**src/rtl/game_pkg.sv**
```systemverilog
// Shared types and constants for the game-phase sequencer and the VGA objects mux.
package game_pkg;

    localparam int unsigned CNT_W      = 8;
    localparam int unsigned NUM_LAYERS = 6;

    // Layer-enable bit positions
    localparam int unsigned LAYER_SCORE    = 0;
    localparam int unsigned LAYER_TIMER    = 1;
    localparam int unsigned LAYER_MONSTERS = 2;
    localparam int unsigned LAYER_PACMAN   = 3;
    localparam int unsigned LAYER_WALLS    = 4;
    localparam int unsigned LAYER_COINS    = 5;

    localparam logic [NUM_LAYERS-1:0] ALL_LAYERS = '1;

    // Game phases; the encoding is exported on gameState for debug
    typedef enum logic [2:0] {
        ST_OPENING = 3'd0,
        ST_READY   = 3'd1,
        ST_PLAY    = 3'd2,
        ST_PAUSE   = 3'd3,
        ST_END     = 3'd4
    } game_state_t;

    // Drawing priority in the objects mux, highest first
    typedef enum logic [2:0] {
        MUX_OPENING  = 3'd0,
        MUX_ENDING   = 3'd1,
        MUX_SCORE    = 3'd2,
        MUX_TIMER    = 3'd3,
        MUX_MONSTERS = 3'd4,
        MUX_PACMAN   = 3'd5,
        MUX_WALLS    = 3'd6,
        MUX_COINS    = 3'd7
    } mux_prio_t;

    // Layer enable mask for a given phase; pac_on selects the READY blink phase
    function automatic logic [NUM_LAYERS-1:0] layer_mask(input game_state_t s, input logic pac_on);
        logic [NUM_LAYERS-1:0] m;
        m = '0;
        case (s)
            ST_READY: begin
                m               = ALL_LAYERS;
                m[LAYER_PACMAN] = pac_on;
            end
            ST_PLAY, ST_PAUSE: m = ALL_LAYERS;
            default:           m = '0;
        endcase
        return m;
    endfunction

endpackage

```
**src/rtl/edge_latch.sv**
```systemverilog
// Optional rising-edge detector feeding a sticky flag that is cleared by i_clr.
// o_pending_c also shows a set arriving in the same cycle as the clear.
module edge_latch #(
    parameter bit USE_EDGE = 1'b1
) (
    input  logic clk,
    input  logic resetN,
    input  logic i_in,
    input  logic i_clr,
    output logic o_pending_c
);

    logic r_prev;
    logic r_flag;
    logic w_set;

    assign w_set       = USE_EDGE ? (i_in & ~r_prev) : i_in;
    assign o_pending_c = r_flag | w_set;

    // Previous input sample for edge detection
    always_ff @(posedge clk or negedge resetN) begin
        if (!resetN) r_prev <= 1'b0;
        else         r_prev <= i_in;
    end

    // Sticky flag: clear wins, since a same-cycle set is consumed through o_pending_c
    always_ff @(posedge clk or negedge resetN) begin
        if (!resetN)    r_flag <= 1'b0;
        else if (i_clr) r_flag <= 1'b0;
        else if (w_set) r_flag <= 1'b1;
    end

endmodule

```
**src/rtl/game_screen_controller.sv**
```systemverilog
// Frame-synchronous game-phase sequencer driving screen requests and layer enables.
module game_screen_controller
    import game_pkg::*;
#(
    parameter int unsigned OPEN_MIN_FRAMES = 30,
    parameter int unsigned READY_FRAMES    = 120,
    parameter int unsigned END_HOLD_FRAMES = 180,
    parameter int unsigned BLINK_FRAMES    = 8
) (
    input  logic                  clk,
    input  logic                  resetN,
    input  logic                  startOfFrame,
    input  logic                  startKey,
    input  logic                  pauseKey,
    input  logic                  pacmanDied,
    input  logic                  timeUp,
    input  logic                  allCoinsEaten,
    output logic                  openingScreenEn,
    output logic                  endingScreenEn,
    output logic [NUM_LAYERS-1:0] layerEn,
    output logic                  gameRunning,
    output logic                  gameWon,
    output logic                  newGamePulse,
    output logic [2:0]            gameState
);

    game_state_t      r_state;
    game_state_t      w_next_state;
    logic [CNT_W-1:0] r_cnt;
    logic [CNT_W-1:0] w_next_cnt;
    logic             w_next_won;
    logic             w_new_game;
    logic             w_blink_on;
    logic             w_start;
    logic             w_pause;
    logic             w_died;
    logic             w_timeup;
    logic             w_coins;

    edge_latch #(.USE_EDGE(1'b1)) u_start  (.clk(clk), .resetN(resetN), .i_in(startKey),      .i_clr(startOfFrame), .o_pending_c(w_start));
    edge_latch #(.USE_EDGE(1'b1)) u_pause  (.clk(clk), .resetN(resetN), .i_in(pauseKey),      .i_clr(startOfFrame), .o_pending_c(w_pause));
    edge_latch #(.USE_EDGE(1'b0)) u_died   (.clk(clk), .resetN(resetN), .i_in(pacmanDied),    .i_clr(startOfFrame), .o_pending_c(w_died));
    edge_latch #(.USE_EDGE(1'b0)) u_timeup (.clk(clk), .resetN(resetN), .i_in(timeUp),        .i_clr(startOfFrame), .o_pending_c(w_timeup));
    edge_latch #(.USE_EDGE(1'b0)) u_coins  (.clk(clk), .resetN(resetN), .i_in(allCoinsEaten), .i_clr(startOfFrame), .o_pending_c(w_coins));

    // Next phase, win flag and new-game strobe, evaluated only on the frame boundary
    always_comb begin
        w_next_state = r_state;
        w_next_won   = gameWon;
        w_new_game   = 1'b0;
        if (startOfFrame) begin
            case (r_state)
                ST_OPENING: begin
                    if (w_start && (r_cnt >= CNT_W'(OPEN_MIN_FRAMES))) begin
                        w_next_state = ST_READY;
                        w_new_game   = 1'b1;
                        w_next_won   = 1'b0;
                    end
                end
                ST_READY: begin
                    if (r_cnt == CNT_W'(READY_FRAMES - 1)) w_next_state = ST_PLAY;
                end
                ST_PLAY: begin
                    if (w_died || w_timeup) begin
                        w_next_state = ST_END;
                        w_next_won   = 1'b0;
                    end else if (w_coins) begin
                        w_next_state = ST_END;
                        w_next_won   = 1'b1;
                    end else if (w_pause) begin
                        w_next_state = ST_PAUSE;
                    end
                end
                ST_PAUSE: begin
                    if (w_pause) w_next_state = ST_PLAY;
                end
                ST_END: begin
                    if (w_start && (r_cnt >= CNT_W'(END_HOLD_FRAMES))) w_next_state = ST_OPENING;
                end
                default: w_next_state = ST_OPENING;
            endcase
        end
    end

    // Frame counter: cleared on a phase change, otherwise saturating count of frames
    always_comb begin
        w_next_cnt = r_cnt;
        if (startOfFrame) begin
            if (w_next_state != r_state) w_next_cnt = '0;
            else if (r_cnt != '1)        w_next_cnt = r_cnt + CNT_W'(1);
        end
    end

    assign w_blink_on = ((32'(w_next_cnt) / BLINK_FRAMES) % 32'd2) == 32'd0;

    // Phase register and registered outputs decoded from the upcoming phase
    always_ff @(posedge clk or negedge resetN) begin
        if (!resetN) begin
            r_state         <= ST_OPENING;
            r_cnt           <= '0;
            openingScreenEn <= 1'b1;
            endingScreenEn  <= 1'b0;
            layerEn         <= '0;
            gameRunning     <= 1'b0;
            gameWon         <= 1'b0;
            newGamePulse    <= 1'b0;
            gameState       <= ST_OPENING;
        end else begin
            r_state         <= w_next_state;
            r_cnt           <= w_next_cnt;
            openingScreenEn <= (w_next_state == ST_OPENING);
            endingScreenEn  <= (w_next_state == ST_END);
            layerEn         <= layer_mask(w_next_state, w_blink_on);
            gameRunning     <= (w_next_state == ST_PLAY);
            gameWon         <= w_next_won;
            newGamePulse    <= w_new_game;
            gameState       <= w_next_state;
        end
    end

endmodule
```
**config.mk**
```make
export PLATFORM = sky130hd
export DESIGN_NAME = game_screen_controller
export DESIGN_NICKNAME = d
export VERILOG_FILES = /design/src/rtl/game_pkg.sv /design/src/rtl/edge_latch.sv /design/src/rtl/game_screen_controller.sv
export SDC_FILE = /design/constraint.sdc
export NUM_CORES = 1
export LEC_CHECK = 0
export CAP_MARGIN = 10
export CORE_UTILIZATION = 58
export CTS_BUF_LIST = sky130_fd_sc_hd__clkbuf_4
export DETAILED_ROUTE_END_ITERATION = 10
export GPL_ROUTABILITY_DRIVEN = 0
export PLACE_DENSITY = 0.86
export REMOVE_ABC_BUFFERS = 1
export SYNTH_ARGS = -nofsm -noshare
export SYNTH_HDL_FRONTEND = slang
export SYNTH_HIERARCHICAL = 1
export SYNTH_SLANG_ARGS = --single-unit
```
**constraint.sdc**
```tcl
create_clock -name clk -period 3.65 [get_ports clk]
set_clock_uncertainty 0.1 [all_clocks]
set_input_delay 0.365 -clock clk [delete_from_list [all_inputs] [get_ports clk]]
set_output_delay 0.365 -clock clk [all_outputs]
set_load 0.05 [all_outputs]
```
# ---- Word level (Yosys, flattened, before mapping)
# Index checks and enable logic that the tools add are counted.
dict set report totals {
  out_inout_bits 14
  mem_count 0
  latchBits 0
  wordCells 87
  romBits 0
  mem_bits_rw 0
  register_bits 29
}
dict set report op_classes {
  n_mul 0
  addsub 1
  div_mod_pow 0
  mux 30
  n_eq_ne 13
  bitwise 9
  reduce_logical 16
  n_shift 0
  order_cmp 2
}
# operator n
set ops {}
lappend ops {{$logic_not A32 Y1} 1}
lappend ops {{$mux W3} 8}
lappend ops {{$mux W1} 16}
lappend ops {{$mux W8} 2}
lappend ops {{$pmux W3 S5} 1}
lappend ops {{$reduce_bool A2 Y1} 7}
lappend ops {{$eq A3 B2 Y1 const B} 4}
lappend ops {{$pmux W6 S2} 1}
lappend ops {{$add A8 B1 Y8 const B} 1}
lappend ops {{$eq A8 B7 Y1 const B} 1}
lappend ops {{$ge A8 B5 Y1 const B} 1}
lappend ops {{$ge A8 B8 Y1 const B} 1}
lappend ops {{$ne A8 B8 Y1 const B} 1}
lappend ops {{$eq A3 B1 Y1 const B} 2}
lappend ops {{$eq A3 B3 Y1 const B} 2}
lappend ops {{$logic_not A3 Y1} 2}
lappend ops {{$or A1 B1 Y1} 5}
lappend ops {{$mux W4} 1}
lappend ops {{$reduce_and A4 Y1} 1}
lappend ops {{$ne A3 B2 Y1 const B} 1}
lappend ops {{$ne A3 B3 Y1} 1}
lappend ops {{$and A1 B1 Y1} 2}
lappend ops {{$logic_and A1 B1 Y1} 2}
lappend ops {{$ne A2 B2 Y1 const B} 1}
lappend ops {{other kinds (5)} 6}

# ---- Logic depth before layout (Yosys ltp)
# Gate-level depths: netlist of the first run.
dict set report logic_depth {
  ltp_word 13
  depth_mapped 8
}

# ---- Modules after synthesis
# Netlist of the first run, hierarchy kept.
# module cells_each seq_area_each_um2 area_each_um2 instances
set modules_own_cells {}
lappend modules_own_cells {game_screen_controller 110 451.7 1036.0 1}
lappend modules_own_cells {{edge_latch at u_pause ...} 6 50.0 80.1 2}
lappend modules_own_cells {{edge_latch at u_coins ...} 3 25.0 41.3 3}

# ---- Least setup slack after synthesis of the first run
# OpenSTA, ideal clock, no wires.
dict set report synth_path {
  path_type {register to register}
  startpoint {reg r_state[1]}
  endpoint {reg layerEn[3]}
  arrival_ps 1910
  path_stages_with_launch 7
  synth_period_minus_slack_ps 2136
  setup_slack_ps 1514
  cell_sequence {dfrtp_1 -> buf_2 -> nor3b_1 -> and3_1 -> o21ai_2 -> o2111ai_2 -> o311a_1}
}
dict set report synth_between {
  elab_chain_cells 10
}
# element line_no
set synth_rtl {}
lappend synth_rtl {{start, declared} game_screen_controller.sv:27} ;# game_state_t r_state;
lappend synth_rtl {{start signal, assigned} game_screen_controller.sv:109} ;# r_state <= w_next_state;
lappend synth_rtl {{$mux W3} game_screen_controller.sv:70} ;# end else if (w_pause) begin
lappend synth_rtl {{$mux W3} game_screen_controller.sv:67} ;# end else if (w_coins) begin
lappend synth_rtl {{$mux W3} game_screen_controller.sv:64} ;# if (w_died || w_timeup) begin
lappend synth_rtl {{$pmux W3 S5} game_screen_controller.sv:52} ;# case (r_state)
lappend synth_rtl {{$mux W3} game_screen_controller.sv:51} ;# if (startOfFrame) begin
lappend synth_rtl {{$ne A3 B3 Y1} game_screen_controller.sv:89} ;# if (w_next_state != r_state) w_next_cnt = '0;
lappend synth_rtl {{$mux W8} game_screen_controller.sv:89}
lappend synth_rtl {{$mux W4} game_screen_controller.sv:88} ;# if (startOfFrame) begin
lappend synth_rtl {{$logic_not A32 Y1} game_screen_controller.sv:94} ;# assign w_blink_on = ((32'(w_next_cnt) / BLINK_FRAMES) % 32'd2) == 32'd0;
lappend synth_rtl {{$pmux W6 S2 *} game_pkg.sv:42} ;# case (s)
lappend synth_rtl {{end signal, assigned} game_screen_controller.sv:113} ;# layerEn <= layer_mask(w_next_state, w_blink_on);
lappend synth_rtl {{end, declared} game_screen_controller.sv:20} ;# output logic [NUM_LAYERS-1:0] layerEn,
# Mark *: on every way between the ends. The rest lies on a longest branch, timed or not.
# A chain may end at the register's enable or synchronous reset.

# ---- Final worst setup path of the first run
dict set report layout_path {
  startpoint {in allCoinsEaten}
  endpoint {reg layerEn[3]}
}
dict set report layout_between {
  elab_chain_cells 10
}
# element line_no
set layout_rtl {}
lappend layout_rtl {{start, declared} game_screen_controller.sv:17} ;# input logic allCoinsEaten,
lappend layout_rtl {{$or A1 B1 Y1 *} edge_latch.sv:18} ;# assign o_pending_c = r_flag | w_set;
lappend layout_rtl {{net w_coins} game_screen_controller.sv:38} ;# logic w_coins;
lappend layout_rtl {{$mux W3 *} game_screen_controller.sv:67}
lappend layout_rtl {{$mux W3 *} game_screen_controller.sv:64}
lappend layout_rtl {{$pmux W3 S5 *} game_screen_controller.sv:52}
lappend layout_rtl {{$mux W3 *} game_screen_controller.sv:51}
lappend layout_rtl {{$ne A3 B3 Y1} game_screen_controller.sv:89}
lappend layout_rtl {{$mux W8} game_screen_controller.sv:89}
lappend layout_rtl {{$mux W4} game_screen_controller.sv:88}
lappend layout_rtl {{$logic_not A32 Y1} game_screen_controller.sv:94}
lappend layout_rtl {{$pmux W6 S2 *} game_pkg.sv:42}
# The timed path passes the listed nets; every way through them passes the cells marked *.

==> summary.txt, run 1 <==
Job
  • Max_cap viols: 0

Global route
  • Global route total overflow: 0
  • Global-route wire length before repair: between 4 and 5 mm
  • Number of global-route vias before repair: 978
  • Largest net degree at the start of global routing: 26
  • Initial antenna violation count: 0
  • Gr usage total: 0.234

Logic synthesis
  • Warnings, synthesis: 6
  • Asr flop ratio synth: 1.00
  • Seq cells post-synth: 25
  • Number of flops mapped to enable cells by yosys: 0
  • Post-Syn Area: 1320 sq um
  • Synth top area share: 0.455
  • Top FF cell, synth: dfrtp_1
  • Synth Instances: 131
  • Synth area leader: dfrtp_1
  • Unique masters post-synth: 43
  • Post-synthesis sequential area ratio: 0.475
  • Syn_area_per_cell: 10.1 sq um
  • Top cells by area, synth: dfrtp_1 45%, buf_4 3.4%, or4b_1 3.0%, inv_1 2.8%, nand2_1 2.6%

Die
  • Die area: 2470 sq um
  • Die X: 49.7 um
  • Initial Utilization: 0.646
  • Core area: approximately 2000 sq um
  • I/O pin total: 22
  • Die Ht: 49.7 um
  • Site Rows: 16

Drt
  • DRC viols: 0
  • Vias per cell: 5.81
  • Routed WL: 2.49 mm
  • WL/cell: 14.3 um
  • DR iter-0 viols: 22
  • Routed via count: 1017
  • DR pass1 iterations: 4
  • ANT nets after route: 0

Pwr
  • NetSw: 0.392 mW
  • Power, Total: 0.922 mW
  • Peak supply drop: around 450 uV
  • Seq pwr share: 0.476
  • Leak Pwr: 0.655 nW
  • Combinational share of power: 0.394
  • PwrDens: 600 nW/um^2
  • Cell Int Power: roughly 0.53 mW
  • Net Sw Frac: 0.425
  • Clock power frac: 0.131

Cells and area
  • # fillers: 157
  • Final nets: ~160
  • Commonest non-fill, non-tap cell in the layout: dfrtp_1
  • Max reg flops: 8
  • Ant. Diodes: 0
  • Register area: 627 sq um
  • Share of cells above drive strength 1: 0.122
  • Largest registers: r_cnt x8, r_state x3, layerEn x2
  • Most frequent cells in the layout: 24 x dfrtp_1, 21 x clkdlybuf4s50_1, 10 x inv_1
  • Post-layout util: 0.752
  • Multi-input gate area: 601 sq um
  • Area growth syn-to-layout: 16.4%
  • Biggest register: r_cnt

STA
  • Maximum operating frequency: 0.453 GHz
  • Setup violators final: 0
  • Time the worst path needs with I/O delays and setup: 2.21 ns
  • Fin crit share: 0.605
  • Worst slew pin tran: 1.07 ns
  • RSZ-0062 raised after global routing: no
  • Post-Route Setup TNS: 0 ns
  • Slew HR: 0.284
  • Endpoints failing hold: 0
  • Slew Limit Fails: 0
  • Worst hold slack: 0.399 ns

Worst setup path
  • Startpoint type of the worst setup path: input port
  • Worst EP required: 3.77 ns
  • CP Class: in2reg
  • Setup crit end kind: register
  • Arr. time, crit path: 2.33 ns
  • Crit path max fanout: 9

Clock network
  • CTS sink cnt: 25
  • Resize count post-CTS: 0
  • CTS tree: done
  • Root buf cell: clkbuf_4
  • Worst-path clk slew: about 0.13 ns
  • Total CTS buffers: 3
  • H-tree depth: 1
  • Clock tree buffer depth: 2
  • Worst skew pair latency: 0.32 ns
  • Post-CTS Setup Bufs: 0
  • Hold Buf Count CTS: 0

Status
  • Outcome: finished clean

Placed design
  • PortBufs: 21
  • HPWL after DPL: 1.87 mm

Hold path
  • Type of the most critical hold path: reg2reg
cell families (layout without fill, tap and decap cells):
group,count (synthesis),count (layout),share of synthesized area
adder cells (fa/ha/maj),2,2,0.0190
XOR/XNOR,5,5,0.0332
buffers and inverters,18,35,0.0701
AND/OR/NAND/NOR,51,51,0.228
AO/OA/AOI/OAI,30,30,0.174
flip-flops,25,25,0.475
worst max-delay path, cell delays in order:
cell	delay [ns]
clkdlybuf4s50_1	0.42
or2_1	0.26
nor3_1	0.30
o21ai_0	0.14
a21oi_1	0.18
o2111ai_2	0.28
o311a_1	0.37
routing by layer:
metal	part of all wire	global-route usage	vias to the layer above
met4	0.016	0.0952	0
met1	0.42	0.267	478
li1	-	-	499
met3	0.040	0.0340	5
met5	0	0	-
met2	0.52	0.430	35
layout make-up:
class                   instances  share of cell area
clock inverters                 1             0.00326
inverters                      10              0.0244
repair buffers                 21               0.137
flip-flops and latches         25               0.408
well taps                      27              0.0220
clock buffers                   3              0.0147
multi-input cells              88               0.391
worst paths after layout:
path,startpoint,to,slack [ns],cells after the start
setup / recovery,allCoinsEaten,layerEn[3],1.44,7
hold / removal,u_timeup/r_flag,u_timeup/r_flag,0.40,1
setup reg to reg,r_cnt[0],layerEn[3],1.46,7
hold reg to reg,u_timeup/r_flag,u_timeup/r_flag,0.40,1
max in group asynchronous,resetN,u_timeup/r_flag,2.30,1
min in group asynchronous,resetN,u_coins/r_flag,0.51,1
metrics by stage:
stage,area [sq um],std cells,setup slack [ns]
after floorplan,1260,123,1.41
after global placement,1510,171,1.17
after detailed placement,1510,171,1.07
after CTS,1540,175,1.42
after global routing,1540,175,1.35
final,1540,175,1.44
Yosys cell counts (3+ instances only):
cell,instances
dfrtp_1,24
xor2_1,3
o21ba_2,3
nand2_1,9
a21oi_1,6
inv_1,10
or4b_1,4
and3_1,3
nand3_1,3
or2_1,3
nor3_1,6
o21ai_0,4
buf_4,6
nor2_1,9
power groups by stage:
| stage | Sequential (mW) | Clock [mW] | Combinational (mW) |
|---|---|---|---|
| 5_1_grt | 0.451 | 0.137 | 0.391 |
| 4_1_cts | 0.437 | 0.124 | 0.367 |
| 3_5_place_dp | 0.442 | 0 | 0.365 |
| 3_3_place_gp | 0.438 | 0 | 0.351 |
| 6_report | 0.439 | 0.121 | 0.363 |
| 2_1_floorplan | 0.521 | 0 | 0.157 |
(Power assumes the default switching activity.)
==> run 2, diff against run 1 <==
--- a/config.mk
+++ b/config.mk
@@ -6,11 +6,11 @@
 export NUM_CORES = 1
 export LEC_CHECK = 0
 export CAP_MARGIN = 10
-export CORE_UTILIZATION = 58
+export CORE_UTILIZATION = 49
 export CTS_BUF_LIST = sky130_fd_sc_hd__clkbuf_4
 export DETAILED_ROUTE_END_ITERATION = 10
 export GPL_ROUTABILITY_DRIVEN = 0
-export PLACE_DENSITY = 0.86
+export PLACE_DENSITY = 0.77
 export REMOVE_ABC_BUFFERS = 1
 export SYNTH_ARGS = -nofsm -noshare
 export SYNTH_HDL_FRONTEND = slang
==> constraint.sdc (replaced) <==
create_clock -name clk -period 1.94 [get_ports clk]
set_clock_uncertainty 0.1 [all_clocks]
set_input_delay 0.194 -clock clk [delete_from_list [all_inputs] [get_ports clk]]
set_output_delay 0.194 -clock clk [all_outputs]
set_load 0.05 [all_outputs]
==> run 2 against run 1 <==
Against the previous run:
- the run now ends with negative setup slack left
- utilization shrank 1.1 points
- sequential power up 83%
- non-clock buffer count increased by 30
==> summary.txt, run 2 (synthesis results as in run 1) <==
Clock network
  • Total CTS buffers: 3
  • Hold Buf Count CTS: 0
  • Worst skew pair latency: 0.33 ns
  • CTS sink cnt: 25
  • CTS tree: done
  • Clock tree buffer depth: 2
  • Worst-path clk slew: 0.14 ns
  • Root buf cell: clkbuf_4
  • H-tree depth: 1

Status
  • Outcome: finished, violations left
  • Violated checks: negative setup slack

Cells and area
  • # fillers: 194
  • Ant. Diodes: 0
  • Share of cells above drive strength 1: 0.348
  • Most frequent cells in the layout: 29 x buf_4, 24 x dfrtp_1, 16 x clkdlybuf4s50_1
  • Final nets: 189
  • Max reg flops: 8
  • Area growth syn-to-layout: 41.6%
  • Design Area, Final: about 1900 sq um
  • Biggest register: r_cnt
  • Commonest non-fill, non-tap cell in the layout: buf_4
  • Largest registers: r_cnt x8, r_state x3, layerEn x2

Pwr
  • Peak supply drop: around 1100 uV
  • Power, Total: 2.06 mW
  • Leak Pwr: between 0.8 and 0.9 nW
  • PwrDens: 1100 nW/um^2

Global route
  • Number of global-route vias before repair: 1163
  • Largest net degree at the start of global routing: 26
  • Global-route wire length before repair: 4.89 mm
  • Gr usage total: 0.239
  • Initial antenna violation count: 0
  • Global route total overflow: 0

STA
  • Slew HR: 0.659
  • Fin crit share: 1.00
  • Setup WS post-layout: -0.000382 ns
  • Maximum operating frequency: 0.515 GHz
  • Slew Limit Fails: 0
  • Worst slew pin tran: between 0.5 and 0.6 ns
  • RSZ-0062 raised after global routing: yes
  • Setup violators final: 1
  • Endpoints failing hold: 0
  • Time the worst path needs with I/O delays and setup: 1.94 ns

Drt
  • Vias per cell: ~5.6
  • ANT nets after route: 0
  • DR iter-0 viols: 28
  • DRC viols: 0
  • Routed WL: 3.01 mm
  • DR pass1 iterations: 4
  • WL/cell: 14.5 um
  • Routed via count: 1166

Hold path
  • Type of the most critical hold path: in2async

Worst setup path
  • CP Class: reg2reg
  • Startpoint type of the worst setup path: register
  • Crit path max fanout: 4
  • Setup crit end kind: register
  • Worst EP required: between 2 and 2.5 ns
  • Arr. time, crit path: ~2.1 ns

Die
  • Site Rows: 18
  • Core area: ~2500 sq um
  • Die area: 2910 sq um
  • Die Ht: 53.9 um
  • Initial Utilization: 0.523
  • I/O pin total: 22
  • Die X: 53.9 um

Placed design
  • Area post-placement: approximately 1700 sq um
  • HPWL after DPL: 2.22 mm
  • PortBufs: 21

Job
  • Max_cap viols: 0
run 2: cell types whose count changed in the layout (fill, tap and decap cells not counted), moves of 2 or more:
cell and change:
buf_4 +29, buf_6 +2, clkdlybuf4s50_1 -5, dlygate4sd2_1 +2, dlymetal6s2s_1 +2, ha_1 -2
ha_4 +2, nor3_1 -2, nor3_2 +2
run 2: worst max-delay path, cell delays in order, from the launching register on:
cell and delay (ns):
dfrtp_1 0.43, ha_4 0.16, nand4_1 0.10, or4b_1 0.53
o31a_1 0.30, nand3_2 0.11, o311a_1 0.17
run 2: routing by layer:
layer  vias up  wire [um]  part of all wire  track usage
met5         -          0                 0            0
met4         0         19            0.0063       0.0965
met3         3        145             0.048       0.0678
met2        30       1550              0.52        0.416
met1       575       1290              0.43        0.274
li1        558          -                 -            -
run 2: power breakdown:
part	total [mW]	internal (mW)	leakage, nW	switching [mW]
clock	0.239	0.0775	0.0177	0.161
sequential	0.805	0.645	0.312	0.161
combinational	1.02	0.462	0.508	0.558
total	2.06	1.18	0.838	0.879
run 2: repair_timing:
action,in CTS,in global routing
cloned,0,0
resized for setup,6,18
buffers inserted,1,1
endpoints found under the setup margin,9,17
pin swaps,2,1
run 2: worst paths after layout:
kind / depth (start not counted) / from / end / slack, ns
worst max-delay path: 6 / r_cnt[1] / layerEn[3] / -0.0004
worst min-delay path: 2 / resetN / u_coins/r_flag / 0.10
worst max register to register: 6 / r_cnt[1] / layerEn[3] / -0.0004
worst min register to register: 1 / u_died/r_flag / u_died/r_flag / 0.40
max in group asynchronous: 2 / resetN / openingScreenEn / 1.35
min in group clk: 1 / pauseKey / u_pause/r_prev / 0.28
run 2: final cells by class:
type	instances	area [sq um]	share of cell area
clock buffer	3	22.5	0.0120
inverter	10	37.5	0.0201
multi-input combinational	88	697	0.373
sequential	25	627	0.335
timing repair buffer	51	443	0.237
clock inverter	1	5.00	0.00268
tap	30	37.5	0.0201
run 2: metrics by stage:
step / cells / hold slack, ns / setup slack, ns / TNS [ns] / util
2_1_floorplan: 123 / -0.202 / -0.130 / -0.806 / -
3_3_place_gp: 202 / 0.367 / -0.201 / -2.29 / 0.682
3_5_place_dp: 202 / 0.374 / -0.297 / -3.56 / 0.682
4_1_cts: 207 / 0.110 / -0.0335 / -0.0335 / 0.702
5_1_grt: 208 / 0.116 / -0.0844 / -0.514 / 0.741
6_report: 208 / 0.105 / -0.000382 / -0.000382 / 0.741
